--- config.mk ---
export PLATFORM = sky130hd
export DESIGN_NAME = tank_level_controller
export DESIGN_NICKNAME = d
export VERILOG_FILES = /design/src/rtl/tank_pkg.sv /design/src/rtl/sat_counter.sv /design/src/rtl/tank_level_controller.sv
export SDC_FILE = /design/constraint.sdc
export NUM_CORES = 1
export LEC_CHECK = 0
export BUFFER_PORTS_ARGS = -buffer_cell sky130_fd_sc_hd__buf_2
export CAP_MARGIN = 10
export CORE_MARGIN = 2
export CORE_UTILIZATION = 35
export DETAILED_ROUTE_END_ITERATION = 16
export PLACE_DENSITY_LB_ADDON = 0.12
export SKIP_CTS_REPAIR_TIMING = 1
export SYNTH_ARGS = -nofsm -noshare
export SYNTH_HDL_FRONTEND = slang
export SYNTH_SLANG_ARGS = --single-unit
export TNS_END_PERCENT = 5
--- constraint.sdc ---
create_clock -name clk -period 2.25 [get_ports clk]
set_input_delay 0.1125 -clock clk [delete_from_list [all_inputs] [get_ports clk]]
set_output_delay 0.1125 -clock clk [all_outputs]
set_load 0.02 [all_outputs]
--- src/rtl/tank_pkg.sv ---
// Shared definitions for the tank level model and its supervisor: state
// encoding, height width and the default hysteresis marks.
package tank_pkg;

   typedef enum logic [1:0] {
      ST_IDLE  = 2'd0,
      ST_FILL  = 2'd1,
      ST_READY = 2'd2,
      ST_FAULT = 2'd3
   } tank_state_t;

   localparam int HEIGHT_W          = 8;
   localparam int DEFAULT_LOW_MARK  = 40;
   localparam int DEFAULT_HIGH_MARK = 90;

endpackage

--- src/rtl/sat_counter.sv ---
// Up-counter with synchronous clear (dominant), increment enable and
// saturation at all-ones.
module sat_counter #(
   parameter int WIDTH = 8
) (
   input  logic             clk,
   input  logic             rst_n,
   input  logic             i_clr,
   input  logic             i_inc,
   output logic [WIDTH-1:0] o_count
);

   logic [WIDTH-1:0] r_count;

   always_ff @(posedge clk or negedge rst_n) begin
      if (!rst_n) begin
         r_count <= '0;
      end else if (i_clr) begin
         r_count <= '0;
      end else if (i_inc && (r_count != '1)) begin
         r_count <= r_count + WIDTH'(1);
      end
   end

   assign o_count = r_count;

endmodule

--- src/rtl/tank_level_controller.sv ---
// Fill/serve hysteresis supervisor for the tank level model, with error
// debouncing, a fill timeout and a latched alarm cleared by software.
module tank_level_controller
   import tank_pkg::*;
#(
   parameter int LOW_MARK     = DEFAULT_LOW_MARK,
   parameter int HIGH_MARK    = DEFAULT_HIGH_MARK,
   parameter int ERR_DEBOUNCE = 3,
   parameter int FILL_TIMEOUT = 64
) (
   input  logic                clk,
   input  logic                rst_n,
   input  logic [HEIGHT_W-1:0] height,
   input  logic                error,
   input  logic                enable,
   input  logic                demand,
   input  logic                clear_alarm,
   output logic                fill,
   output logic                consume,
   output logic                alarm,
   output logic [1:0]          state,
   output logic [7:0]          fill_timer
);

   localparam int ERR_W = 4;
   localparam logic [HEIGHT_W-1:0] LOW_H  = HEIGHT_W'(LOW_MARK);
   localparam logic [HEIGHT_W-1:0] HIGH_H = HEIGHT_W'(HIGH_MARK);

   generate
      if (LOW_MARK >= HIGH_MARK) begin : g_bad_marks
         $error("tank_level_controller: LOW_MARK must be below HIGH_MARK");
      end
   endgenerate

   tank_state_t      r_state;
   tank_state_t      w_nxt;
   logic             r_fill;
   logic             r_consume;
   logic             r_alarm;
   logic [7:0]       w_fill_timer;
   logic [ERR_W-1:0] w_err_cnt;
   logic             w_err_qual;
   logic             w_timed_out;
   logic             w_debounced;
   logic             w_fill_entry;

   // Both fault tests look at the count including the current cycle, so the
   // fault lands on the edge that samples the Nth qualifying cycle.
   assign w_err_qual   = (r_state == ST_READY) && error;
   assign w_debounced  = w_err_qual && ((int'(w_err_cnt) + 1) >= ERR_DEBOUNCE);
   assign w_timed_out  = (r_state == ST_FILL) && ((int'(w_fill_timer) + 1) >= FILL_TIMEOUT);
   assign w_fill_entry = (r_state != ST_FILL) && (w_nxt == ST_FILL);

   always_comb begin
      w_nxt = r_state;
      if (w_timed_out || w_debounced) begin
         w_nxt = ST_FAULT;
      end else if (r_state == ST_FAULT) begin
         if (clear_alarm && !error) w_nxt = ST_IDLE;
      end else if (!enable) begin
         w_nxt = ST_IDLE;
      end else begin
         case (r_state)
            ST_IDLE:  w_nxt = ST_FILL;
            ST_FILL:  if (height >= HIGH_H) w_nxt = ST_READY;
            ST_READY: if (height < LOW_H) w_nxt = ST_FILL;
            default:  w_nxt = r_state;
         endcase
      end
   end

   always_ff @(posedge clk or negedge rst_n) begin
      if (!rst_n) begin
         r_state   <= ST_IDLE;
         r_fill    <= 1'b0;
         r_consume <= 1'b0;
         r_alarm   <= 1'b0;
      end else begin
         r_state   <= w_nxt;
         r_fill    <= (w_nxt == ST_FILL);
         r_consume <= (w_nxt == ST_READY) && demand;
         r_alarm   <= (w_nxt == ST_FAULT);
      end
   end

   sat_counter #(.WIDTH(8)) u_fill_timer (
      .clk     (clk),
      .rst_n   (rst_n),
      .i_clr   (w_fill_entry),
      .i_inc   (r_state == ST_FILL),
      .o_count (w_fill_timer)
   );

   sat_counter #(.WIDTH(ERR_W)) u_err_cnt (
      .clk     (clk),
      .rst_n   (rst_n),
      .i_clr   (!w_err_qual),
      .i_inc   (w_err_qual),
      .o_count (w_err_cnt)
   );

   assign fill       = r_fill;
   assign consume    = r_consume;
   assign alarm      = r_alarm;
   assign state      = r_state;
   assign fill_timer = w_fill_timer;

endmodule
==> impl_results.md, run 1 <==
* Post-synthesis simple-gate area fraction at 0.309
* FF-to-FF Start: u_err_cnt.o_count[0]
* Total power at 1000 uW
* CTS Sinks at 17
* Max-slew violations at 0
* Total wire length at 2200 um
* DIE AREA at 0.00347 mm^2
* Min Tclk post-route at 1870 ps
* Drt wl/cell at 13.3 um
* Syn Inst Count at 105
* Synth Net Count at 123
* Initial antenna violation count at 0
* Floorplan row count at 19
* CTS root buffer: clkbuf_4
* Setup Viol. Count Final at 0
* DP HPWL at 1750 um
* Io pins at 27
* Psw at 417 uW
* CP Data Arrival Time at 2040 ps
* Largest family of logic cells by synthesized area: simple AND/OR/NAND/NOR gates
* EDFF count, synth at 0
* Pwr Density at 799 mW/mm^2
* Starting Density at 0.376
* Top cell type's share of synthesized area at 0.403
* Yosys cell types at 41
* Final ANT Viol Nets at 0
* Max-cap check violation count at 0
* Setup tns final at 0 ps
* CP Capture Type: flip-flop
* Input/output buffers at 25
* Async set-reset flop share out of synthesis at 1.00
* WS Path Type: reg -> reg
* Global-route wire length before repair at 3680 um
* Crit path launch: u_err_cnt.o_count[0]
* Sw Share at 0.415
* Die Width at 58.9 um
* Vias in the first global route at 808
* CORE AREA at 0.00281 mm^2
* Area grow syn2layout at 19.1%
* Top cells by count, synth: 17 x dfrtp_1, 14 x nor2_1, 6 x nand2_1
* Post-synthesis mux area share at 0.0190
* First-pass iteration count of the detailed router at 4
* Leakage at 0.000597 uW
* Max H-tree Level at 1
* Syn_area_per_cell at 10.1 um^2
* Int Power at 588 uW
* RD Place Congestion at 0.735
* Die span in y at 58.9 um
* Startpoint Class: flip-flop
* Sequential Power Share at 0.432
* DR iter-0 viols at 23
* Outcome: finished, final reports clean
* Clock share of power at 0.167
* Synth Area in Compound Gates at 0.179
* Longest Clk Path Bufs at 2
* Filler cell count at 291
* Peak Freq at 535 MHz
* Seq/Total Area, Yosys at 0.403
* Clk Latency, worst-skew pair at 290 ps
* CTS Buf Count at 3
* Most common cell in the netlist: dfrtp_1
* Peak supply drop at 0.307 mV
* CTS tree: done
* Pin count of the biggest net entering global routing at 18
* Drt drc at 0
* Final #Nets at 154
* Via density at 5.28
* GR Util All Layers at 0.142
* Measured slew at the worst slew-check pin at 575 ps
* Synth area leader: dfrtp_1
* Combinational power share at 0.401
* Synth Flop Type: dfrtp_1
* Final period util at 0.830
* Share of cells above drive strength 1 at 0.311
* Via Count at 876
* Register bit count reported by yosys at 17
* Ant diodes at 0
* Grt total ovfl at 0
* Footprint of the multi-input gates at 612 um^2
* Synth warn at 0
* Post-Synth Adder-Cell Area at 0.0474
* Hold Path Origin: demand
* Clk pin slew, worst setup/hold paths at 100 ps
* FF+latch area at 425 um^2
* RSZ-0062 raised after global routing: no
* Ranking of synthesized cells by area: dfrtp_1 40%, nor2_1 5.0%, ha_1 4.7%
* Worst Path Required at 2420 ps
* Worst min-delay path class: in -> reg
* Hold Vio Cnt, Final at 0
* Xor-xnor portion of the synthesized cell area at 0.0249
* Max transition margin at 0.612
* Synthesized area at 0.00106 mm^2
* Clk_skew at 1.46 ps
* Critical path peak fanout at 5
area by class of cell:
| class | instances | area share |
|---|---|---|
| clock inverters | 1 | 0.00398 |
| flip-flops and latches | 17 | 0.338 |
| well taps | 31 | 0.0308 |
| clock buffers | 3 | 0.0179 |
| multi-input cells | 83 | 0.487 |
| inverters | 5 | 0.0149 |
| repair buffers | 26 | 0.107 |
sequential cells by signal (all words and copies together) (netlist names):
signal	count
u_err_cnt.o_count	4
alarm	1
state	2
consume	1
u_fill_timer.o_count	8
fill	1
power groups by stage:
stage / Clock [uW] / Combinational [uW] / Sequential, uW
2_1_floorplan: 0 / 226 / 492
6_report: 168 / 403 / 434
5_1_grt: 191 / 444 / 444
4_1_cts: 180 / 408 / 435
3_3_place_gp: 0 / 402 / 437
3_5_place_dp: 0 / 408 / 441
final timing paths:
| path | depth (start not counted) | to | slack [ps] |
|---|---|---|---|
| hold / removal | 3 | consume | 70 |
| max in group asynchronous | 2 | u_fill_timer.o_count[0] | 1700 |
| hold reg to reg | 2 | u_fill_timer.o_count[0] | 600 |
| setup reg to reg | 6 | fill | 380 |
| setup / recovery | 6 | fill | 380 |
| min in group asynchronous | 2 | u_fill_timer.o_count[6] | 260 |
critical path: stages, from the launching register on:
cell and delay, ps:
dfrtp_1 440, inv_1 70, ha_1 310, or2_2 310
a41oi_2 340, nor3_4 100, nor3b_2 170
stage by stage:
step           worst slack, ps  hold WS [ps]  instances  cell area [um^2]   util
2_1_floorplan              545          -183        105              1060      -
3_3_place_gp               434          65.1        161              1220  0.435
3_5_place_dp               399          68.8        161              1220  0.435
4_1_cts                    382          -271        165              1250  0.445
5_1_grt                    295          48.2        166              1260  0.448
6_report                   381          69.2        166              1260  0.448
cells by family after synthesis:
logic type	count (synthesis)
and+or+nand+nor	50
AOI/OAI and AO/OA	24
DFF	17
muxes	2
buffers and inverters	5
adders and majority gates	4
xor gates and xnor gates	3
cells in the final DEF, fill, tap and decap left out, types with 2 or more instances in the layout:
cell type   n
or3_1       3
nor4_1      2
mux2i_1     2
nand2_1     6
and4_1      2
nor3_1      4
a21oi_1     5
inv_1       5
buf_2      25
o211ai_1    2
nor2_1     14
o21ai_0     5
and3b_1     2
nand4_1     2
nand3_1     4
dfrtp_1    17
xnor2_1     2
clkbuf_4    3
ha_1        4
routing by layer:
metal	vias up	global-route usage	routed length [um]
li1	447	-	-
met1	413	0.168	992
met2	14	0.252	1110
met3	2	0.0396	82
met4	0	0.0390	16
met5	-	0	0
No activity file was read; power rests on OpenSTA's default activity.
==> run 2, diff against run 1 <==
Clock period 2.25 ns to 1.85 ns, I/O delays scaled along.
==> impl_results.md, run 2 (synthesis gave the netlist of run 1 again) <==
* Drt drc at 0 (unchanged)
* Ant diodes at 0 (unchanged)
* Worst min-delay path class: in -> reg
* Psw at 512 uW (+23%)
* Clk Latency, worst-skew pair at 290 ps (about the same)
* CP Data Arrival Time at 1890 ps (-150 ps)
* Largest register FFs at 8 (unchanged)
* Sequential Power Share at 0.414 (-0.018)
* DIE AREA at 0.00347 mm^2 (unchanged)
* Post-layout util at 0.466 (+0.0174)
* Clk_skew at 2.28 ps (+0.813 ps)
* Leakage at 0.000619 uW (+3.7%)
* Starting Density at 0.376 (unchanged)
* Commonest cells after routing, fill and taps aside: 25 x buf_2, 17 x dfrtp_1, 14 x nor2_1, 6 x nand2_1
* Peak supply drop at 0.455 mV (+48%)
* Drt wl/cell at 13.0 um (-1.7%)
* Share of cells above drive strength 1 at 0.338 (+0.0270)
* CTS Sinks at 17 (unchanged)
* Measured slew at the worst slew-check pin at 542 ps (-32.8 ps)
* Die Width at 58.9 um (unchanged)
* Placed insts at 164 (+1.9%)
* Via density at 5.28 (about the same)
* Final period util at 0.933 (+0.102)
* CORE AREA at 0.00281 mm^2 (unchanged)
* CTS Buf Count at 3 (unchanged)
* Peak Freq at 579 MHz (+8.3%)
* Io pins at 27 (unchanged)
* CP Capture Type: flip-flop
* CTS tree: done
* Floorplan row count at 19 (unchanged)
* Area grow syn2layout at 23.7%
* Hold Vio Cnt, Final at 0 (unchanged)
* Clk pin slew, worst setup/hold paths at 110 ps (about the same)
* CTS root buffer: clkbuf_4
* Max transition margin at 0.634 (+0.0222)
* Clock share of power at 0.164 (-0.003)
* Max-slew violations at 0 (unchanged)
* WS Path Type: reg -> reg
* Most common cell after layout, fill and taps aside: buf_2
* Pwr Density at 954 mW/mm^2 (+19%)
* GR Util All Layers at 0.137 (-0.00543)
* Final ANT Viol Nets at 0 (unchanged)
* Via Count at 898 (+2.5%)
* Worst Path Required at 2020 ps (-400 ps)
* Startpoint Class: flip-flop
* Vias in the first global route at 812 (+0.50%)
* Initial antenna violation count at 0 (unchanged)
* RD Place Congestion at 0.746 (+1.5%)
* Global-route wire length before repair at 3660 um (-0.54%)
* Pin count of the biggest net entering global routing at 18 (unchanged)
* Setup tns final at 0 ps (unchanged)
* Longest Clk Path Bufs at 2 (unchanged)
* Die span in y at 58.9 um (unchanged)
* Layout Cells excl Fill at 170 (+2.4%)
* Setup Viol. Count Final at 0 (unchanged)
* First-pass iteration count of the detailed router at 4 (unchanged)
* Sw Share at 0.411 (-0.00369)
* Grt total ovfl at 0 (unchanged)
* Input/output buffers at 25 (unchanged)
* Combinational power share at 0.422 (+0.021)
* Max H-tree Level at 1 (unchanged)
* DP HPWL at 1680 um (-3.8%)
* Min Tclk post-route at 1730 ps (-143 ps)
* DR iter-0 viols at 29 (+26%)
* Final #Nets at 158 (+2.6%)
* Outcome: finished, final reports clean
* Total wire length at 2220 um (+0.64%)
* Critical path peak fanout at 5 (unchanged)
* Max-cap check violation count at 0 (unchanged)
* Int Power at 734 uW (+25%)
==> run 2: cell type report <==
| type | count | area [um^2] |
|---|---|---|
| timing repair buffer | 30 | 165 |
| inverter | 5 | 18.8 |
| clock buffer | 3 | 22.5 |
| multi-input combinational | 83 | 631 |
| fill | 281 | 1500 |
| tap | 31 | 38.8 |
| sequential | 17 | 425 |
| clock inverter | 1 | 5.00 |
==> run 2: power groups by stage <==
stage | logic [uW] | clock network [uW] | registers [uW]
floorplan | 275 | 0 | 599
global placement | 515 | 0 | 523
detailed placement | 519 | 0 | 525
CTS | 519 | 216 | 517
global route | 588 | 228 | 532
finish | 526 | 205 | 516
==> run 2: metal layers <==
| metal | wire (um) | track usage | share of wire | up-vias |
|---|---|---|---|---|
| li1 | - | - | - | 456 |
| met1 | 983 | 0.167 | 0.44 | 432 |
| met2 | 1180 | 0.240 | 0.53 | 8 |
| met3 | 42 | 0.0330 | 0.019 | 2 |
| met4 | 17 | 0.0390 | 0.0077 | 0 |
| met5 | 0 | 0 | 0 | - |
==> run 2: stage by stage <==
stage | power (uW) | setup WS, ps | hold WS (ps) | area (um^2)
2_1_floorplan | 873 | 145 | -203 | 1060
3_3_place_gp | 1040 | 54.0 | 44.2 | 1240
3_5_place_dp | 1040 | 34.9 | 45.9 | 1240
4_1_cts | 1250 | 9.33 | -289 | 1270
5_1_grt | 1350 | -37.0 | 40.4 | 1310
6_report | 1250 | 124 | 49.8 | 1310
==> run 2: critical path, cell delays in order, from the launching register on <==
cell and delay, ps:
dfrtp_1 410, inv_1 60, ha_1 300, or2_2 330, a41oi_4 240, nor3_4 100, nor3b_2 170
==> run 2: final timing paths <==
path	slack, ps	startpoint	cells past startpoint	end
max in group asynchronous	1320	rst_n	2	u_fill_timer.o_count[0]
min in group asynchronous	250	rst_n	2	u_fill_timer.o_count[1]
min reg2reg	610	u_fill_timer.o_count[1]	2	u_fill_timer.o_count[1]
max reg2reg	120	u_err_cnt.o_count[0]	6	fill
min	50	demand	3	consume
max	120	u_err_cnt.o_count[0]	6	fill
